[src/rtl/uop_decode_queue.sv]
// RV32I/M front-end decoder feeding a decoded-uop FIFO with valid/ready on both sides,
// flush and sticky halt. Optional macro DECODE_MULDIV_EN enables the MUL class.
module uop_decode_queue #(
    parameter int XLEN    = 32,
    parameter int Q_DEPTH = 8,
    parameter int CNT_W   = $clog2(Q_DEPTH) + 1
) (
    input  logic             clk,
    input  logic             rst,
    input  logic [XLEN-1:0]  pc_in,
    input  logic [31:0]      instr_in,
    input  logic             valid_instr_in,
    output logic             instr_ready_out,
    input  logic             flush_in,
    output logic             uop_valid_out,
    input  logic             uop_ready_in,
    output logic [6:0]       uop_out,
    output logic             eoi_out,
    output logic [XLEN-1:0]  imm_out,
    output logic             use_imm_out,
    output logic [XLEN-1:0]  pc_out,
    output logic             except_out,
    output logic [4:0]       src1_arch_out,
    output logic [4:0]       src2_arch_out,
    output logic [4:0]       dest_arch_out,
    output logic [CNT_W-1:0] count_out,
    output logic             halted_out
);
    localparam int PTR_W = $clog2(Q_DEPTH);

    localparam logic [6:0] OPC_OP     = 7'b0110011;
    localparam logic [6:0] OPC_OP_IMM = 7'b0010011;
    localparam logic [6:0] OPC_LOAD   = 7'b0000011;
    localparam logic [6:0] OPC_STORE  = 7'b0100011;
    localparam logic [6:0] OPC_BRANCH = 7'b1100011;
    localparam logic [6:0] OPC_JAL    = 7'b1101111;
    localparam logic [6:0] OPC_JALR   = 7'b1100111;
    localparam logic [6:0] OPC_LUI    = 7'b0110111;
    localparam logic [6:0] OPC_AUIPC  = 7'b0010111;

    localparam logic [2:0] CLS_LSU  = 3'b001;
    localparam logic [2:0] CLS_ALU  = 3'b010;
    localparam logic [2:0] CLS_BR   = 3'b011;
`ifdef DECODE_MULDIV_EN
    localparam logic [2:0] CLS_MUL  = 3'b100;
`endif

    typedef struct packed {
        logic [6:0]      uop;
        logic [XLEN-1:0] imm;
        logic            use_imm;
        logic [XLEN-1:0] pc;
        logic            except;
        logic [4:0]      src1;
        logic [4:0]      src2;
        logic [4:0]      dest;
    } entry_t;

    entry_t           r_mem [Q_DEPTH];
    logic [PTR_W-1:0] r_wr_ptr;
    logic [PTR_W-1:0] r_rd_ptr;
    logic [CNT_W-1:0] r_count;
    logic             r_halted;

    logic [6:0]      w_opcode;
    logic [2:0]      w_f3;
    logic [6:0]      w_f7;
    logic [4:0]      w_rd;
    logic [4:0]      w_rs1;
    logic [4:0]      w_rs2;
    logic [XLEN-1:0] w_imm_i;
    logic [XLEN-1:0] w_imm_s;
    logic [XLEN-1:0] w_imm_b;
    logic [XLEN-1:0] w_imm_u;
    logic [XLEN-1:0] w_imm_j;
    entry_t          w_dec;
    logic            w_illegal;
    logic            w_dec_halt;
    logic            w_push;
    logic            w_pop;
    logic            w_out_en;
    entry_t          w_head;

    assign w_opcode = instr_in[6:0];
    assign w_f3     = instr_in[14:12];
    assign w_f7     = instr_in[31:25];
    assign w_rd     = instr_in[11:7];
    assign w_rs1    = instr_in[19:15];
    assign w_rs2    = instr_in[24:20];

    assign w_imm_i = XLEN'($signed(instr_in[31:20]));
    assign w_imm_s = XLEN'($signed({instr_in[31:25], instr_in[11:7]}));
    assign w_imm_b = XLEN'($signed({instr_in[31], instr_in[7], instr_in[30:25], instr_in[11:8], 1'b0}));
    assign w_imm_u = XLEN'($signed({instr_in[31:12], 12'b0}));
    assign w_imm_j = XLEN'($signed({instr_in[31], instr_in[19:12], instr_in[20], instr_in[30:21], 1'b0}));

    // Unused register fields stay zero so rename never sees false dependencies.
    always_comb begin
        w_dec      = '0;
        w_dec.pc   = pc_in;
        w_illegal  = 1'b0;
        w_dec_halt = 1'b0;
        if (instr_in == 32'hDEADBEEF) begin
            w_dec.uop  = 7'h7F;
            w_dec_halt = 1'b1;
        end else begin
            case (w_opcode)
                OPC_OP: begin
                    w_dec.src1 = w_rs1;
                    w_dec.src2 = w_rs2;
                    w_dec.dest = w_rd;
                    if (w_f7 == 7'b0000000 || w_f7 == 7'b0100000) begin
                        w_dec.uop = {CLS_ALU, w_f7[5], w_f3};
`ifdef DECODE_MULDIV_EN
                    end else if (w_f7 == 7'b0000001) begin
                        w_dec.uop = {CLS_MUL, 1'b0, w_f3};
`endif
                    end else begin
                        w_illegal = 1'b1;
                    end
                end
                OPC_OP_IMM: begin
                    w_dec.uop     = {CLS_ALU, (w_f3 == 3'b101) & instr_in[30], w_f3};
                    w_dec.imm     = w_imm_i;
                    w_dec.use_imm = 1'b1;
                    w_dec.src1    = w_rs1;
                    w_dec.dest    = w_rd;
                end
                OPC_LOAD: begin
                    w_dec.uop     = {CLS_LSU, 1'b0, w_f3};
                    w_dec.imm     = w_imm_i;
                    w_dec.use_imm = 1'b1;
                    w_dec.src1    = w_rs1;
                    w_dec.dest    = w_rd;
                end
                OPC_STORE: begin
                    w_dec.uop  = {CLS_LSU, 1'b1, w_f3};
                    w_dec.imm  = w_imm_s;
                    w_dec.src1 = w_rs1;
                    w_dec.src2 = w_rs2;
                end
                OPC_BRANCH: begin
                    w_dec.uop  = {CLS_BR, 1'b0, w_f3};
                    w_dec.imm  = w_imm_b;
                    w_dec.src1 = w_rs1;
                    w_dec.src2 = w_rs2;
                end
                OPC_JAL: begin
                    w_dec.uop     = {CLS_BR, 4'b1000};
                    w_dec.imm     = w_imm_j;
                    w_dec.use_imm = 1'b1;
                    w_dec.dest    = w_rd;
                end
                OPC_JALR: begin
                    w_dec.uop     = {CLS_BR, 4'b1001};
                    w_dec.imm     = w_imm_i;
                    w_dec.use_imm = 1'b1;
                    w_dec.src1    = w_rs1;
                    w_dec.dest    = w_rd;
                end
                OPC_LUI: begin
                    w_dec.uop     = {CLS_ALU, 4'b0000};
                    w_dec.imm     = w_imm_u;
                    w_dec.use_imm = 1'b1;
                    w_dec.dest    = w_rd;
                end
                OPC_AUIPC: begin
                    w_dec.uop     = {CLS_ALU, 4'b1111};
                    w_dec.imm     = w_imm_u;
                    w_dec.use_imm = 1'b1;
                    w_dec.dest    = w_rd;
                end
                default: w_illegal = 1'b1;
            endcase
        end
        if (w_illegal) begin
            w_dec        = '0;
            w_dec.pc     = pc_in;
            w_dec.except = 1'b1;
        end
    end

    // Ready never depends on pop: a full queue refuses input even while draining.
    assign instr_ready_out = !rst && (r_count < CNT_W'(Q_DEPTH)) && !r_halted && !flush_in;
    assign w_push          = valid_instr_in && instr_ready_out;
    assign w_pop           = (r_count != '0) && uop_ready_in && !flush_in;

    always_ff @(posedge clk) begin
        if (rst) begin
            r_wr_ptr <= '0;
            r_rd_ptr <= '0;
            r_count  <= '0;
            r_halted <= 1'b0;
        end else if (flush_in) begin
            r_wr_ptr <= '0;
            r_rd_ptr <= '0;
            r_count  <= '0;
        end else begin
            if (w_push) r_wr_ptr <= r_wr_ptr + PTR_W'(1);
            if (w_pop)  r_rd_ptr <= r_rd_ptr + PTR_W'(1);
            if (w_push && !w_pop)      r_count <= r_count + CNT_W'(1);
            else if (!w_push && w_pop) r_count <= r_count - CNT_W'(1);
            if (w_push && w_dec_halt) r_halted <= 1'b1;
        end
    end

    always_ff @(posedge clk) begin
        if (w_push) r_mem[r_wr_ptr] <= w_dec;
    end

    assign w_head   = r_mem[r_rd_ptr];
    assign w_out_en = !rst && (r_count != '0);

    assign uop_valid_out = w_out_en;
    assign uop_out       = w_out_en ? w_head.uop     : '0;
    assign eoi_out       = w_out_en;
    assign imm_out       = w_out_en ? w_head.imm     : '0;
    assign use_imm_out   = w_out_en ? w_head.use_imm : 1'b0;
    assign pc_out        = w_out_en ? w_head.pc      : '0;
    assign except_out    = w_out_en ? w_head.except  : 1'b0;
    assign src1_arch_out = w_out_en ? w_head.src1    : '0;
    assign src2_arch_out = w_out_en ? w_head.src2    : '0;
    assign dest_arch_out = w_out_en ? w_head.dest    : '0;
    assign count_out     = rst ? '0 : r_count;
    assign halted_out    = r_halted && !rst;

endmodule

[config.mk]
export PLATFORM = sky130hd
export DESIGN_NAME = uop_decode_queue
export DESIGN_NICKNAME = d
export VERILOG_FILES = /design/src/rtl/uop_decode_queue.sv
export SDC_FILE = /design/constraint.sdc
export NUM_CORES = 1
export LEC_CHECK = 0
export CORE_ASPECT_RATIO = 1.2
export CORE_UTILIZATION = 40
export DETAILED_ROUTE_END_ITERATION = 10
export HOLD_SLACK_MARGIN = 0.06
export SLEW_MARGIN = 20
export SYNTH_ARGS = -nofsm -noshare
export SYNTH_HDL_FRONTEND = slang
export SYNTH_SLANG_ARGS = --single-unit
export TNS_END_PERCENT = 100
[constraint.sdc]
create_clock -name clk -period 20.9 [get_ports clk]
set_input_delay 3.135 -clock clk [delete_from_list [all_inputs] [get_ports clk]]
set_output_delay 3.135 -clock clk [all_outputs]
set_load 0.02 [all_outputs]
==> results.json <==
{
  "status": "completed",
  "htreeDepth": 3,
  "grt_pass1_vias": 14660,
  "synth-edff-count": 704,
  "synth.ff_latch_count": 718,
  "cts_resized": 0,
  "grt_remaining_overflow": 0,
  "detail-route-antenna-nets": 0,
  "dp_hpwl_mm": 33.74,
  "grtUsageTotal_pct": 17.63,
  "critPathSlowestCell": "buf_4",
  "synth_seq_area_share_pct": 75.63,
  "path_max_fanout": 49,
  "synth_common_cells": "edfxtp_1, mux4_2, nor2_1",
  "hold_path_depth": 2,
  "area_delta_synth_final_pct": 18.29,
  "critical_path_class": "input pin to output pin",
  "start_kind": "input pin",
  "rsz0062_at_grt": "no",
  "cts_root_buf": "clkbuf_16",
  "synthDistinctLibCells": 52,
  "hold_start": "r_rd_ptr[2]$_SDFFE_PP0P_",
  "drt-wirelength-per-cell_um": 24.53,
  "cp_num_buf_inv": 3,
  "synth_top_area_share_pct": 74.64,
  "cp_cell_sequence": "clkdlybuf4s50_1, or2_4, buf_4, nor2_1, clkdlybuf4s50_1",
  "nets": 1648,
  "setup_tns_ns": 0,
  "cp.arrival_ns": 5.61,
  "grt_first_pass_wirelength_mm": 92.87,
  "final_hold_viol_count": 0,
  "dr.pass1.iters": 5,
  "cts_setup_buffers": 0,
  "final_max_slew_viol_count": 0,
  "drtIter0Drc": 1100,
  "r2r-start": "r_count[3]$_SDFFE_PP0P_",
  "dieArea_um2": 71880,
  "drive_gt1_share_pct": 21.27,
  "finalCritPeriodShare_pct": 41.84,
  "synth_nets": 1456,
  "ctsHoldBuffers": 0,
  "rrSetupSlack_ns": 17.31,
  "diodes": 0,
  "reg2regPathDepth": 5,
  "max_freq_mhz": 114.3,
  "synth.mux.area_fraction_pct": 17.25,
  "clock_sink_count": 718,
  "syn_area_um2": 28320,
  "antenna_found_initial": 1,
  "r2r_end": "r_mem[4][83]$_DFFE_PP_",
  "place_congestion": 0.8538,
  "synth_top_family_by_area": "multiplexers",
  "synthTopCellsByArea": "edfxtp_1, mux4_2, mux2i_1, nor2_1, dfxtp_1",
  "synth_cells": 1381,
  "p_leak_nw": 10.01,
  "worst_path_most_repeated_cell": "clkdlybuf4s50_1",
  "synthFlopType": "edfxtp_1",
  "setup_violations": 0,
  "fin_skew_ns": 0.01696,
  "vias": 13880,
  "tightest_slew_ns": 1.181,
  "path_clk_slew_ns": 0.06,
  "fill_cells": 5739,
  "clk_latency_ns": 0.60,
  "postLayoutCellArea_um2": 33500,
  "cpLargestDelayFamily": "buffers and inverters",
  "cts_buffer_depth": 3,
  "period_minus_slack_ns": 8.745,
  "tritoncts": "done",
  "cpPeakStageDelay_ns": 0.62,
  "cp-end-kind": "output pin",
  "start_util_pct": 40.52,
  "hold_class": "register to register",
  "finalWirelength_mm": 62.44,
  "slew_headroom_pct": 20.82,
  "synth.most_common_cell": "edfxtp_1",
  "yosys_warnings": 0,
  "viasPerCell": 5.452,
  "drc_errors": 0,
  "core_region_area_um2": 69890,
  "post_synth.cell_area_avg_um2": 20.51,
  "cts_made_buffers": 72,
  "ios": 165,
  "io_buffers": 164,
  "synthXorXnorAreaFrac_pct": 0.1855,
  "die_width_um": 244.9,
  "synth_area_leader_cell": "edfxtp_1",
  "cp.required_ns": 17.77,
  "rows": 106,
  "synthSimpleGateAreaFrac_pct": 3.622,
  "die_h_um": 293.5,
  "synthAdderAreaFrac_pct": 0.2916,
  "p_per_area_nw_per_um2": 88.53,
  "peakVddDrop_mv": 0.05121,
  "cap_violations": 0,
  "synth-compound-area-share_pct": 1.665,
  "grt_start_max_net_pins": 177,
  "synthArstFlopShare_pct": 0,
  "placed_area_um2": 31090
}
-- routing by layer --
metal  vias up  share of wire, %  global-route usage [%]
met5         -             0.021                       0
met4         2               2.1                   5.381
met3        89               5.4                   3.471
met2       395                48                   28.40
met1      7344                44                   24.21
li1       6045                 -                       -
-- metrics by stage --
step | hold WS (ns) | utilization, % | instances | total power, W | worst slack, ns
after floorplan | 0.4902 | - | 1381 | 0.001675 | 7.240
after global placement | 0.5034 | 44.47 | 2415 | 0.001731 | 12.14
after detailed placement | 0.5006 | 44.48 | 2415 | 0.001734 | 12.07
after CTS | 0.5170 | 47.77 | 2543 | 0.002997 | 12.07
after global routing | 0.5573 | 47.93 | 2545 | 0.003056 | 11.94
final | 0.5215 | 47.93 | 2545 | 0.002966 | 12.15
-- flip-flops by register name, indices dropped and copies added (netlist names), named ones only --
name / count
r_count: 4
r_halted: 1
r_mem: 704
r_rd_ptr: 3
r_wr_ptr: 3
-- kinds of logic (layout without fill, tap and decap cells) --
logic type	Yosys count	after routing
adder cells (fa/ha/maj)	6	6
flip-flops	718	718
XOR/XNOR	6	6
AO/OA/AOI/OAI	74	74
buffers and inverters	90	336
multiplexers	268	268
AND/OR/NAND/NOR	219	219
-- layout make-up --
class                      count  area [um2]  share of cell area (%)
clock buffer                  88        1883                   5.621
sequential                   718       21430                   63.97
timing repair buffer         195        1927                   5.751
inverter                      13       48.80                  0.1456
clock inverter                40       416.7                   1.244
multi-input combinational    573        6648                   19.84
tap                          918        1149                   3.428
-- worst reg2reg max path: cells and delay by family, from the launching register on --
kind	cells	cell delay, ns
AND/OR/NAND/NOR	3	1.36
flip-flops	1	0.35
buffers and inverters	2	1.41
-- where the power goes --
| part | leakage [nW] | internal, W | switching, W |
|---|---|---|---|
| logic | 2.39 | 0.0000559 | 0.0000662 |
| registers | 6.49 | 0.00158 | 0.00000281 |
| clock network | 1.13 | 0.000732 | 0.000532 |
-- placed cells by master (no fill, tap or decap), drive strengths merged, types with 2 or more instances in the layout --
| master | netlist | layout |
|---|---|---|
| or4b | 2 | 2 |
| mux4 | 176 | 176 |
| o21a | 2 | 2 |
| clkbuf | 39 | 88 |
| o211ai | 3 | 3 |
| clkinv | 0 | 27 |
| nor2 | 113 | 113 |
| nor3 | 12 | 12 |
| inv | 13 | 17 |
| nor4 | 6 | 6 |
| nand3 | 4 | 4 |
| mux2i | 91 | 91 |
| edfxtp | 704 | 704 |
| nand4bb | 3 | 3 |
| a21oi | 17 | 17 |
| nor2b | 4 | 4 |
| a21o | 2 | 2 |
| a211oi | 19 | 19 |
| xnor2 | 2 | 2 |
| or2 | 5 | 5 |
| or3 | 2 | 2 |
| nand2 | 45 | 45 |
| or4 | 3 | 3 |
| clkdlybuf4s50 | 0 | 164 |
| dfxtp | 14 | 14 |
| buf | 38 | 31 |
| ha | 5 | 5 |
| a22o | 2 | 2 |
| bufinv | 0 | 7 |
| xor2 | 4 | 4 |
| nor3b | 9 | 9 |
| nand2b | 2 | 2 |
| o21ai | 21 | 21 |
| nand4 | 3 | 3 |
| clkinvlp | 0 | 2 |
-- how the worst max path moves through the flow --
| stage | from | endpoint | cells after the start |
|---|---|---|---|
| after floorplan | flush_in | r_mem[0][0]$_DFFE_PP_ | 3 |
| after global placement | rst | pc_out[5] | 5 |
| after detailed placement | rst | src1_arch_out[1] | 5 |
| after CTS | rst | pc_out[23] | 5 |
| after global routing | rst | pc_out[13] | 5 |
| final | rst | src1_arch_out[1] | 5 |
Note: power is estimated with default switching activity, not from simulation.
